$ cat src/rtl/map_sequencer.sv
// Map-change handshake responder: advances the arena map on each scoreboard request,
// holds a load window, closes the handshake with map_rst, and latches the match result.
module map_sequencer #(
    parameter int         NUM_MAPS     = 4,
    parameter int         MAP_W        = 2,
    parameter int         LOAD_CYCLES  = 8,
    parameter int         RETRY_CYCLES = 16,
    parameter logic [7:0] WIN_SCORE    = 8'd5
) (
    input  logic             clk,
    input  logic             board_rst,
    input  logic             map_change,
    input  logic [15:0]      score,
    output logic [MAP_W-1:0] map_sel,
    output logic             map_loading,
    output logic             map_rst,
    output logic [7:0]       round,
    output logic             game_over,
    output logic [1:0]       winner
);

    localparam int LOAD_W  = (LOAD_CYCLES  > 1) ? $clog2(LOAD_CYCLES)  : 1;
    localparam int RETRY_W = (RETRY_CYCLES > 1) ? $clog2(RETRY_CYCLES) : 1;

    localparam logic [LOAD_W-1:0]  LOAD_INIT  = LOAD_W'(LOAD_CYCLES - 1);
    localparam logic [RETRY_W-1:0] RETRY_LAST = RETRY_W'(RETRY_CYCLES - 1);
    localparam logic [MAP_W-1:0]   LAST_MAP   = MAP_W'(NUM_MAPS - 1);

    localparam logic [2:0] S_IDLE     = 3'd0;
    localparam logic [2:0] S_LOAD     = 3'd1;
    localparam logic [2:0] S_PULSE    = 3'd2;
    localparam logic [2:0] S_WAIT_CLR = 3'd3;
    localparam logic [2:0] S_OVER     = 3'd4;

    logic [2:0]         state_q,       state_d;
    logic [MAP_W-1:0]   map_sel_q,     map_sel_d;
    logic               map_loading_q, map_loading_d;
    logic               map_rst_q,     map_rst_d;
    logic [7:0]         round_q,       round_d;
    logic               game_over_q,   game_over_d;
    logic [1:0]         winner_q,      winner_d;
    logic [LOAD_W-1:0]  load_cnt_q,    load_cnt_d;
    logic [RETRY_W-1:0] retry_cnt_q,   retry_cnt_d;
    logic               retry_pulse_q, retry_pulse_d;

    logic bot1_wins;
    logic bot2_wins;

    assign bot1_wins = (score[15:8] >= WIN_SCORE);
    assign bot2_wins = (score[7:0]  >= WIN_SCORE);

    always_comb begin
        state_d       = state_q;
        map_sel_d     = map_sel_q;
        map_loading_d = map_loading_q;
        map_rst_d     = map_rst_q;
        round_d       = round_q;
        game_over_d   = game_over_q;
        winner_d      = winner_q;
        load_cnt_d    = load_cnt_q;
        retry_cnt_d   = retry_cnt_q;
        retry_pulse_d = retry_pulse_q;

        case (state_q)
            S_IDLE: begin
                // A win outranks a pending request, so no load starts on the same edge
                if (bot1_wins || bot2_wins) begin
                    state_d     = S_OVER;
                    game_over_d = 1'b1;
                    winner_d    = {bot2_wins, bot1_wins};
                end else if (map_change) begin
                    state_d       = S_LOAD;
                    map_sel_d     = (map_sel_q == LAST_MAP) ? '0 : map_sel_q + MAP_W'(1);
                    load_cnt_d    = LOAD_INIT;
                    map_loading_d = 1'b1;
                end
            end
            S_LOAD: begin
                if (load_cnt_q == '0) begin
                    state_d       = S_PULSE;
                    map_loading_d = 1'b0;
                    map_rst_d     = 1'b1;
                    retry_pulse_d = 1'b0;
                end else begin
                    load_cnt_d = load_cnt_q - LOAD_W'(1);
                end
            end
            S_PULSE: begin
                state_d     = S_WAIT_CLR;
                map_rst_d   = 1'b0;
                retry_cnt_d = '0;
                // Retries only re-close the handshake; they are not new map changes
                if (!retry_pulse_q && (round_q != 8'hFF)) begin
                    round_d = round_q + 8'd1;
                end
            end
            S_WAIT_CLR: begin
                if (!map_change) begin
                    state_d = S_IDLE;
                end else if (retry_cnt_q == RETRY_LAST) begin
                    state_d       = S_PULSE;
                    map_rst_d     = 1'b1;
                    retry_pulse_d = 1'b1;
                end else begin
                    retry_cnt_d = retry_cnt_q + RETRY_W'(1);
                end
            end
            S_OVER: begin
                map_loading_d = 1'b0;
                map_rst_d     = 1'b0;
            end
            default: begin
                state_d = S_IDLE;
            end
        endcase
    end

    always_ff @(posedge clk) begin
        if (board_rst) begin
            state_q       <= S_IDLE;
            map_sel_q     <= '0;
            map_loading_q <= 1'b0;
            map_rst_q     <= 1'b0;
            round_q       <= 8'd0;
            game_over_q   <= 1'b0;
            winner_q      <= 2'b00;
            load_cnt_q    <= '0;
            retry_cnt_q   <= '0;
            retry_pulse_q <= 1'b0;
        end else begin
            state_q       <= state_d;
            map_sel_q     <= map_sel_d;
            map_loading_q <= map_loading_d;
            map_rst_q     <= map_rst_d;
            round_q       <= round_d;
            game_over_q   <= game_over_d;
            winner_q      <= winner_d;
            load_cnt_q    <= load_cnt_d;
            retry_cnt_q   <= retry_cnt_d;
            retry_pulse_q <= retry_pulse_d;
        end
    end

    assign map_sel     = map_sel_q;
    assign map_loading = map_loading_q;
    assign map_rst     = map_rst_q;
    assign round       = round_q;
    assign game_over   = game_over_q;
    assign winner      = winner_q;

endmodule

$ cat config.mk
export PLATFORM = sky130hd
export DESIGN_NAME = map_sequencer
export DESIGN_NICKNAME = d
export VERILOG_FILES = /design/src/rtl/map_sequencer.sv
export SDC_FILE = /design/constraint.sdc
export NUM_CORES = 1
export LEC_CHECK = 0
export CELL_PAD_IN_SITES_DETAIL_PLACEMENT = 0
export CELL_PAD_IN_SITES_GLOBAL_PLACEMENT = 1
export CORE_AREA = 2 2 68 70
export CTS_CLUSTER_SIZE = 12
export DETAILED_ROUTE_END_ITERATION = 8
export DIE_AREA = 0 0 70 72
export GPL_ROUTABILITY_DRIVEN = 0
export GPL_TIMING_DRIVEN = 0
export PLACE_DENSITY = 0.73
export SYNTH_ARGS = -nofsm -noshare
export SYNTH_HDL_FRONTEND = slang
export SYNTH_SLANG_ARGS = --single-unit
$ cat constraint.sdc
create_clock -name clk -period 1.95 [get_ports clk]
set_input_delay 0.39 -clock clk [delete_from_list [all_inputs] [get_ports clk]]
set_output_delay 0.39 -clock clk [all_outputs]
set_load 0.02 [all_outputs]
==> Word-level counts from Yosys, hierarchy flattened <==
Cells that the tools add are included.
{ "word_totals": {"regBits": 26, "out_inout_bits": 15, "wordCells": 77} }
{ "classes": {"n_reduce_logical": 20, "n_mux": 23, "add_sub_neg": 4, "eq_ne": 16, "n_lt_le_gt_ge": 2, "bitwise_logic": 2} }
{ "ops": {"columns": ["cell", "count"], "rows": [
  ["two-way mux 3 bit", 8],
  ["AND reduction 4 bit", 5],
  ["greater-or-equal comparator 8 x 3 -> 1 bit, second input constant", 2],
  ["case mux 3 bit (5 select lines)", 1],
  ["inequality test 2 bit, second input constant", 7],
  ["adder 8 x 1 -> 8 bit, second input constant", 1],
  ["two-way mux 4 bit", 2],
  ["inequality test 8 bit, second input constant", 1],
  ["case mux 4 bit (2 select lines)", 1],
  ["equality test 3 x 2 -> 1 bit, second input constant", 2],
  ["logical NOT 3 bit", 2],
  ["two-way mux 1 bit", 6],
  ["inequality test 3 bit, second input constant", 2],
  ["case mux 1 bit (3 select lines)", 2],
  ["case mux 3 bit (2 select lines)", 1],
  ["AND reduction 3 bit", 2],
  ["nonzero test 2 bit", 3],
  ["nonzero test 3 bit", 2],
  ["adder 4 x 1 -> 4 bit, second input constant", 1],
  ["equality test 4 bit, second input constant", 1],
  ["AND reduction 2 bit", 2],
  ["equality test 3 x 1 -> 1 bit, second input constant", 1],
  ["equality test 3 bit, second input constant", 1],
  ["subtractor 3 x 1 -> 3 bit, second input constant", 1],
  ["9 further kinds", 10]
]} }

==> Longest topological paths before layout <==
{ "logic_depth": {"ltp_word": 4, "mapped_depth": 7} }

==> Worst setup path before layout <==
No wires, ideal clock.
{ "synth_timing": {"path_kind": "input port to flip-flop", "from": "in score[14]", "to": "reg load_cnt_q[2]", "path_buffers": 0, "arrival_time_ps": 1955, "required_time_ps": 1876, "setup_slack_ps": -79, "cell_stages": 5, "cell_sequence": "or4_4 -> nor4b_4 -> a21boi_2 -> or4_1 -> a31oi_1"} }
{ "synth_between": {"elab_chain_len": 4} }
{ "synth_rtl": {"columns": ["element", "line_no", "rtl"], "rows": [
  ["start, declared", "13", "input logic [15:0] score,"],
  ["greater-or-equal comparator 8 x 3 -> 1 bit", "49", "assign bot1_wins = (score[15:8] >= WIN_SCORE);"],
  ["logical OR 1 bit", "67", "if (bot1_wins || bot2_wins) begin"],
  ["inequality test 2 bit (no line)", null, null],
  ["AND reduction 4 bit (no line)", null, null],
  ["end signal, assigned", "138", "load_cnt_q <= load_cnt_d;"],
  ["end, declared", "42", "logic [LOAD_W-1:0] load_cnt_q, load_cnt_d;"]
]} }
No other way between the ends.
A chain may end at the register's enable or synchronous reset.

==> Final worst setup path <==
{ "layout_timing": {"from": "in score[14]", "to": "reg map_sel_q[0], in the netlist map_sel[0]"} }
{ "layout_between": {"elab_chain_len": 4} }
{ "layout_rtl": {"columns": ["element", "line_no", "rtl"], "rows": [
  ["greater-or-equal comparator 8 x 3 -> 1 bit", "49", null],
  ["logical OR 1 bit", "67", null],
  ["NOT 1 bit (no line)", null, null],
  ["AND reduction 3 bit (no line)", null, null],
  ["end signal, assigned", "132", "map_sel_q <= map_sel_d;"],
  ["end, declared", "36", "logic [MAP_W-1:0] map_sel_q, map_sel_d;"]
]} }
No other way between the ends.

==> metrics <==
status completed; Fmax achieved roughly 0.52 GHz; pre-CTS worst setup slack -0.6097 ns; drt total wl 2953 um; placed instance area 1678 sq um; worst IR drop on VDD between 0.2 and 0.25 mV; Filler cells 440; layout net count around 210; Pwr Density 538.2 nW/um^2; layout cells sized above 1 0.1283; flop2flop setup slack 0.16 ns; Layout Cells excl Fill roughly 240; Slew HR 0.6290; Setup WS post-layout approximately 0.035 ns; Tightest Pin Transition ~0.55 ns; hpwl dp 2264 um; Via density 4.946; Final Max Slew Viols 0; core area around 4300 sq um; Netlist cell types 39; Std-Cell Rows 24; Leak Pwr 0.6677 nW; DRC viols 0; fin crit share 0.9819; Final min period roughly 1.9 ns; CTS hold repair buffers 0; Post-Syn Area roughly 1300 sq um; Hold Vio Cnt, Final 0; Die ar. roughly 5000 sq um; wire per inst 12.36 um; Max-cap violations 0; I/O pin total 34; TritonCTS clock tree yes; Final Setup Violations 0; Synth area leaders dfxtp_1, ha_1, nor2_1, xor2_1, a21oi_1; number of diodes 0; clock buffer depth 2; Die Y 72 um; CTS H-tree lvls 1; Max FO, Critical Path 2; largest net degree at the start of global routing 14; syn_nets 170; Synth top area share 0.4059; clk root buf clkbuf_8; warnings from Yosys 0; initial antenna violation count 0; Gate Count Post-Synth 146; clk_lat worst skew 0.27 ns; GRT overflow 0; Yosys top cell by area dfxtp_1; syn_area_per_cell 8.784 sq um; RSZ-0062 raised after global routing yes; Die X roughly 70 um; Worst EP arrival 2.12 ns; Seq/Total Area, Yosys 0.4059; Critical Path End Type register; worst hold path type reg -> reg; Via Count 1,182; WP data required 2.15 ns; area delta synth->final 39.61%; drt pass-1 iters 4; clock sinks 26; Finished Cell Area 1790 sq um; initial core utilization 0.3008; placed cells 231; Max Clock Skew 0.005349 ns; Port Buffer Count 33; post-synthesis register bit count 26; critical path class in -> reg; TritonCTS Buffers 3; ANT nets after route 0; setup TNS 0 ns; vias in the first global route 1,227; gr usage total 0.1230; CP startpoint kind input port; Worst-path clk slew 0.09 ns; initial detailed-routing violation count 42; first-pass GRT wire length 5175 um
sequential cells by signal (all words and copies together), names as in the netlist:
register,flops
retry_pulse_q,1
round,8
winner,2
game_over,1
load_cnt_q,3
map_rst,1
retry_cnt_q,4
map_loading,1
state_q,3
map_sel,2
synthesized netlist by cell type, drive strengths merged:
master / number
o21a: 4
nand3: 5
a21oi: 10
a41oi: 1
inv: 5
ha: 5
nor4b: 1
nor3b: 2
dfxtp: 26
or3: 2
o22a: 1
a21bo: 1
xnor2: 4
a31oi: 2
xor2: 6
a21boi: 2
mux2i: 4
nand2: 12
nand4: 2
o211ai: 1
a211oi: 1
nor3: 7
a21o: 1
clkinv: 1
or4: 3
nor2: 17
nand3b: 1
and4: 2
and3: 1
o22ai: 1
o21bai: 1
clkbuf: 5
o31ai: 2
o21ai: 4
or4b: 1
a311oi: 2
report_power, final:
part	total [mW]	switching, mW	internal (mW)
combinational	0.112	0.0503	0.0616
sequential	0.548	0.00780	0.540
clock	0.304	0.165	0.138
metrics by stage:
step / power, mW / util / hold slack (ns)
final: 0.9637 / 0.4199 / 0.4659
after global placement: 0.6677 / 0.3935 / 0.4470
after CTS: 0.9734 / 0.4173 / 0.4681
after global routing: 1.015 / 0.4199 / 0.5007
after detailed placement: 0.6694 / 0.3935 / 0.4533
after floorplan: 0.6076 / - / 0.4407
metal layers:
| layer | track usage | share of wire | wire, um |
|---|---|---|---|
| met1 | 0.1502 | 0.46 | 1355 |
| met2 | 0.2286 | 0.49 | 1459 |
| met3 | 0.02500 | 0.042 | 123 |
| met4 | 0.01923 | 0.0044 | 13 |
| met5 | 0 | 0 | 0 |
repair_timing:
action / 4_1_cts / 5_1_grt
endpoints found under the hold margin: 0 / 0
gates resized for setup: 14 / 10
setup endpoints to repair: 11 / 8
buffers inserted: 6 / 0
pin swaps: 9 / 9
worst max-delay path, cell delays in order:
cell and delay, ns:
clkbuf_2 0.08, or4_4 0.54, nor4b_4 0.33, buf_4 0.16, nand4_1 0.11, or3_1 0.39, a21oi_2 0.11
final timing paths:
check	from	cells past startpoint	to
max	score[14]	7	map_sel[0]$_SDFFE_PP0P_
min	winner[1]$_SDFFE_PP0P_	2	winner[1]$_SDFFE_PP0P_
max reg2reg	state_q[2]$_SDFFE_PP0P_	5	round[4]$_SDFFE_PP0P_
min reg2reg	winner[1]$_SDFFE_PP0P_	2	winner[1]$_SDFFE_PP0P_
cell type report:
class	instances	area (sq um)	area share
Clock buffer	3	41.29	0.02306
Multi-Input combinational cell	109	769.5	0.4298
Sequential cell	26	520.5	0.2907
Timing Repair Buffer	39	356.6	0.1992
Buffer	4	15.01	0.008386
Inverter	6	22.52	0.01258
Tap cell	52	65.06	0.03634
cells in the final DEF (no fill, tap or decap), drive strengths merged, types with 4 or more instances in the layout:
cell type and n:
a21oi 10, o21a 4, dfxtp 26, o21ai 4, clkdlybuf4s50 26, xor2 6, buf 6, inv 5
clkbuf 10, xnor2 4, nand2 12, nand3 5, nor2 17, ha 5, nor3 7, mux2i 4
cell families after synthesis:
kind of cell	Yosys count	synth area share
flops	26	0.4059
mux	4	0.03122
fa+ha+maj	5	0.04878
compound gates	34	0.1776
simple gates	56	0.2361
xor+xnor	10	0.06829
buf+inv	11	0.03220
No activity file was read; power rests on OpenSTA's default activity.
==> RTL change 1, RTL diff (config.mk and constraints unchanged) <==
Put one more register stage on the output `winner`, cleared by the reset. The value now appears one clock later. The other outputs are not delayed to match.
--- a/src/rtl/map_sequencer.sv
+++ b/src/rtl/map_sequencer.sv
@@ -146,7 +146,13 @@
     assign map_rst     = map_rst_q;
     assign round       = round_q;
     assign game_over   = game_over_q;
-    assign winner      = winner_q;
+    always_ff @(posedge clk) begin
+        if (board_rst) begin
+            winner <= '0;
+        end else begin
+            winner <= winner_q;
+        end
+    end
 
 endmodule
 
Behaviour: not the same (Yosys sat finds a counterexample within 4 cycles, from zero or initial values and one cycle with board_rst high).
==> RTL change 1 against the unedited design <==
Fmax increased by 11%; core utilization grew 1.2 points; via count grew 10%; design area rose by 2.9%; global-route usage increased by 0.096 points; sequential cell count increased by 2; clock power increased by 51%; worst setup slack improved by 0.19 ns; routed wire length grew 7.8%; clock skew fell by 0.0015 ns; power grew 18%; first-iteration DRC count up 110%; synthesized area rose by 7.2%; critical endpoint is now round[3].
==> RTL change 1: results (changes against the unedited design) <==
Power and ir drop
  – Worst IR drop on VDD: 0.000282 V (was 0.000221 V)
  – P_leak: 0.660 nW (was 0.668 nW)
  – Switching power: 0.000231 W (was 0.000223 W)

Final layout
  – Final net count: 220 (was 213)
  – Share of cells above drive strength 1: 0.0410 (was 0.128)
  – Fill cells: 410 (was 440)

Global routing
  – Met2 Track Usage GR: 0.216 (was 0.229)
  – Global routing usage on met1: 0.153 (was 0.150)
  – Pin count of the biggest net entering global routing: 17 (was 14)
  – Met3 usage: 0.0278 (was 0.0250)
  – Vias in the first global route: 1,179 (was 1,227)

Yosys
  – Ranking of synthesized cells by area: dfxtp_1 (41%), nor2_1 (5.7%), ha_1 (4.5%) (was dfxtp_1 (41%), ha_1 (4.9%), nor2_1 (4.7%))
  – Avg Inst Size Synth: 8.70 um2 (was 8.78 um2)
  – Register area share after synthesis: 0.408 (was 0.406)
  – Post-synthesis adder-cell area fraction: 0.0455 (was 0.0488)
  – Xor and xnor fraction of the mapped netlist area: 0.0382 (was 0.0683)
  – Netlist cell types: 38 (was 39)
  – Top cells by instance count after synthesis: dfxtp_1 (28), nor2_1 (21), a21oi_1 (10) (was dfxtp_1 (26), nor2_1 (16), nand2_1 (12))

Placed design
  – DP HPWL: 2.43 mm (was 2.26 mm)
  – Post-placement cell area: 0.00177 mm2 (was 0.00168 mm2)
  – Pre-CTS setup slack: -0.0412 ns (was -0.610 ns)
  – Placed cell count: 243 (was 231)

Run status
  – Status: completed (unchanged)

Routing
  – Vias per cell: 5.27 (was 4.95)
  – Initial DRC Count: 88 (was 42)
  – WL met3: 144 um (was 123 um)
  – Wire length on met1: 1.51 mm (was 1.36 mm)
  – Post-Route WL: 3.18 mm (was 2.95 mm)

STA
  – Slew headroom: 0.670 (was 0.629)

Critical path
  – CP max FO: 5 (was 2)
  – Crit path max-delay cell type: clkdlybuf4s50_1 (was or4_4)
  – Critical R2R Launch: round[0]$_SDFFE_PP0P_ (was state_q[2]$_SDFFE_PP0P_)
  – Crit-path max cell delay: 0.63 ns (was 0.54 ns)
  – Critical path arrival: 1.33 ns (was 2.12 ns)

Hold path
  – Hold Startpoint: winner_q[0]$_SDFFE_PP0P_ (was winner[1]$_SDFFE_PP0P_)
-- RTL change 1: area by class of cell --
class	count	area, um2	area share
well taps	52	65.1	0.0353
clock buffers	3	41.3	0.0224
clock inverters	1	30.0	0.0163
flip-flops and latches	28	561	0.304
repair buffers	33	330	0.179
inverters	3	11.3	0.00611
plain buffers	6	30.0	0.0163
multi-input cells	121	773	0.420
-- RTL change 1: power groups by stage --
stage | clock (W) | sequential, W | combinational, W
detailed placement | 0 | 0.000598 | 0.0000964
floorplan | 0 | 0.000603 | 0.0000335
finish | 0.000459 | 0.000585 | 0.0000961
CTS | 0.000472 | 0.000585 | 0.0000968
global placement | 0 | 0.000598 | 0.0000955
global route | 0.000504 | 0.000586 | 0.000104
-- RTL change 1: final timing paths --
path                            to  slack, ns  cells past startpoint
max                       round[3]       0.23                      1
min           winner[0]$_SDFF_PP0_       0.47                      1
max reg2reg  round[1]$_SDFFE_PP0P_       0.24                      5
min reg2reg   winner[0]$_SDFF_PP0_       0.47                      1
==> RTL change 2, RTL diff (same settings) <==
Without the edit above. The parameter `MAP_W` goes from 2 to 3.
--- a/src/rtl/map_sequencer.sv
+++ b/src/rtl/map_sequencer.sv
@@ -2,7 +2,7 @@
 // holds a load window, closes the handshake with map_rst, and latches the match result.
 module map_sequencer #(
     parameter int         NUM_MAPS     = 4,
-    parameter int         MAP_W        = 2,
+    parameter int         MAP_W        = 3,
     parameter int         LOAD_CYCLES  = 8,
     parameter int         RETRY_CYCLES = 16,
     parameter logic [7:0] WIN_SCORE    = 8'd5
Interface: changed (resized map_sel); port bits go from 34 to 35. The function was not compared with the original's and may differ.
==> RTL change 2 against the unedited design <==
Routed wire length grew 14%; worst hold slack worse by 0.0060 ns; synthesized area increased by 10%; design area increased by 5.6%; power grew 1.7%; worst setup slack improved by 0.043 ns; sequential cell count grew 1; combinational power down 9.8%; largest power group unchanged.
==> RTL change 2: results (changes against the unedited design) <==
Yosys
  – Top cells by instance count after synthesis: dfxtp_1 (27), nor2_1 (17), nand2_1 (11) (was dfxtp_1 (26), nor2_1 (16), nand2_1 (12))
  – Post-Synthesis Cells: 161 (was 146)
  – Post-Syn Nets: 185 (was 170)
  – Ranking of synthesized cells by area: dfxtp_1 (38%), nor2_1 (4.5%), ha_1 (4.4%) (was dfxtp_1 (41%), ha_1 (4.9%), nor2_1 (4.7%))
  – Most frequent cell after synthesis: dfxtp_1 (unchanged)
  – Register area share after synthesis: 0.383 (was 0.406)
  – Netlist cell types: 47 (was 39)

Global routing
  – Gr usage total: 0.144 (was 0.123)
  – First-pass GRT wire length: 5.94 mm (was 5.18 mm)
  – Pin count of the biggest net entering global routing: 16 (was 14)
  – Vias in the first global route: 1,334 (was 1,227)

Final layout
  – Share of cells above drive strength 1: 0.130 (was 0.128)
  – Post-route insts no fill: 252 (was 239)
  – Final net count: 225 (was 213)
  – Multi-input gate area: 845 um2 (was 769 um2)
  – Fill cells: 415 (was 440)

Routing
  – Post-Route WL: 3.38 mm (was 2.95 mm)
  – Vias per cell: 5.29 (was 4.95)
  – Met2 wire len: 1.66 mm (was 1.46 mm)
  – Initial DRC Count: 38 (was 42)
  – WL met3: 88 um (was 123 um)
  – Wire length on met1: 1.56 mm (was 1.36 mm)

STA
  – Clk_skew: 0.00340 ns (was 0.00535 ns)
  – Worst-Margin Slew: 0.603 ns (was 0.552 ns)

Hold path
  – Worst min path class: reg -> reg (unchanged)

Power and ir drop
  – Switching share of power: 0.228 (was 0.232)
  – P_leak: 0.662 nW (was 0.668 nW)
  – Worst IR drop on VDD: 0.000210 V (was 0.000221 V)

Critical path
  – Critical path arrival: 2.07 ns (was 2.12 ns)
  – CP max FO: 3 (was 2)

CTS
  – CTS Root Cell: clkbuf_8 (unchanged)
  – Clk Latency, worst-skew pair: 0.27 ns (about the same)

Placed design
  – Post-placement cell area: 0.00182 mm2 (was 0.00168 mm2)
  – DP HPWL: 2.57 mm (was 2.26 mm)
  – Number of port buffers: 34 (was 33)
  – Placed cell count: 247 (was 231)

Run status
  – Status: completed (unchanged)
==> RTL change 2: final cells by class <==
cell class	count	area share
buffer	5	0.0106
clock buffer	3	0.0218
clock inverter	1	0.00265
inverter	4	0.00993
multi-input combinational	124	0.447
sequential	27	0.288
tap	52	0.0344
timing repair buffer	36	0.186
==> RTL change 2: power groups by stage <==
| stage | sequential, W | combinational, W | clock (W) |
|---|---|---|---|
| 6_report | 0.000562 | 0.000101 | 0.000317 |
| 5_1_grt | 0.000564 | 0.000109 | 0.000359 |
| 4_1_cts | 0.000562 | 0.0000993 | 0.000336 |
| 3_5_place_dp | 0.000575 | 0.000102 | 0 |
| 3_3_place_gp | 0.000575 | 0.000100 | 0 |
| 2_1_floorplan | 0.000581 | 0.0000367 | 0 |
==> RTL change 2: timing repair <==
item,4_1_cts,5_1_grt
endpoints found under the hold margin,0,0
setup buffers,2,0
setup endpoints to repair,6,10
pin swaps,4,3
gates resized for setup,5,13
==> RTL change 2: critical path, stage by stage <==
cell             delay (ns)
clkdlybuf4s15_1        0.16
or4_4                  0.52
or3_4                  0.34
or3_4                  0.43
a221oi_2               0.23
==> RTL change 2: worst paths after layout <==
path,startpoint,to,slack (ns),cells past startpoint
setup / recovery,score[12],load_cnt_q[1]$_SDFFE_PP0P_,0.08,5
hold / removal,game_over$_SDFFE_PP0P_,game_over$_SDFFE_PP0P_,0.46,2
setup reg to reg,state_q[2]$_SDFFE_PP0P_,map_sel[0]$_SDFFE_PP0P_,0.10,4
hold reg to reg,game_over$_SDFFE_PP0P_,game_over$_SDFFE_PP0P_,0.46,2
==> RTL change 2: layer usage <==
| metal | global-route usage | up-vias |
|---|---|---|
| li1 | - | 677 |
| met1 | 0.174 | 625 |
| met2 | 0.253 | 24 |
| met3 | 0.0208 | 6 |
| met4 | 0.0705 | 0 |
| met5 | 0 | - |
==> RTL change 2: logic make-up after synthesis <==
group	Yosys count	synth area share
flip-flops	27	0.383
multiplexers	2	0.0142
adder cells (fa/ha/maj)	5	0.0444
AO/OA/AOI/OAI	39	0.199
buffers and inverters	10	0.0275
XOR/XNOR	8	0.0497
AND/OR/NAND/NOR	70	0.282
==> RTL change 2: per-stage QoR <==
step           power [W]  TNS [ns]  setup WS, ns
2_1_floorplan   0.000618         0        0.0233
3_3_place_gp    0.000675     -4.83        -0.456
3_5_place_dp    0.000676     -5.36        -0.484
4_1_cts         0.000998         0       0.00550
5_1_grt          0.00103         0       0.00945
6_report        0.000980         0        0.0785
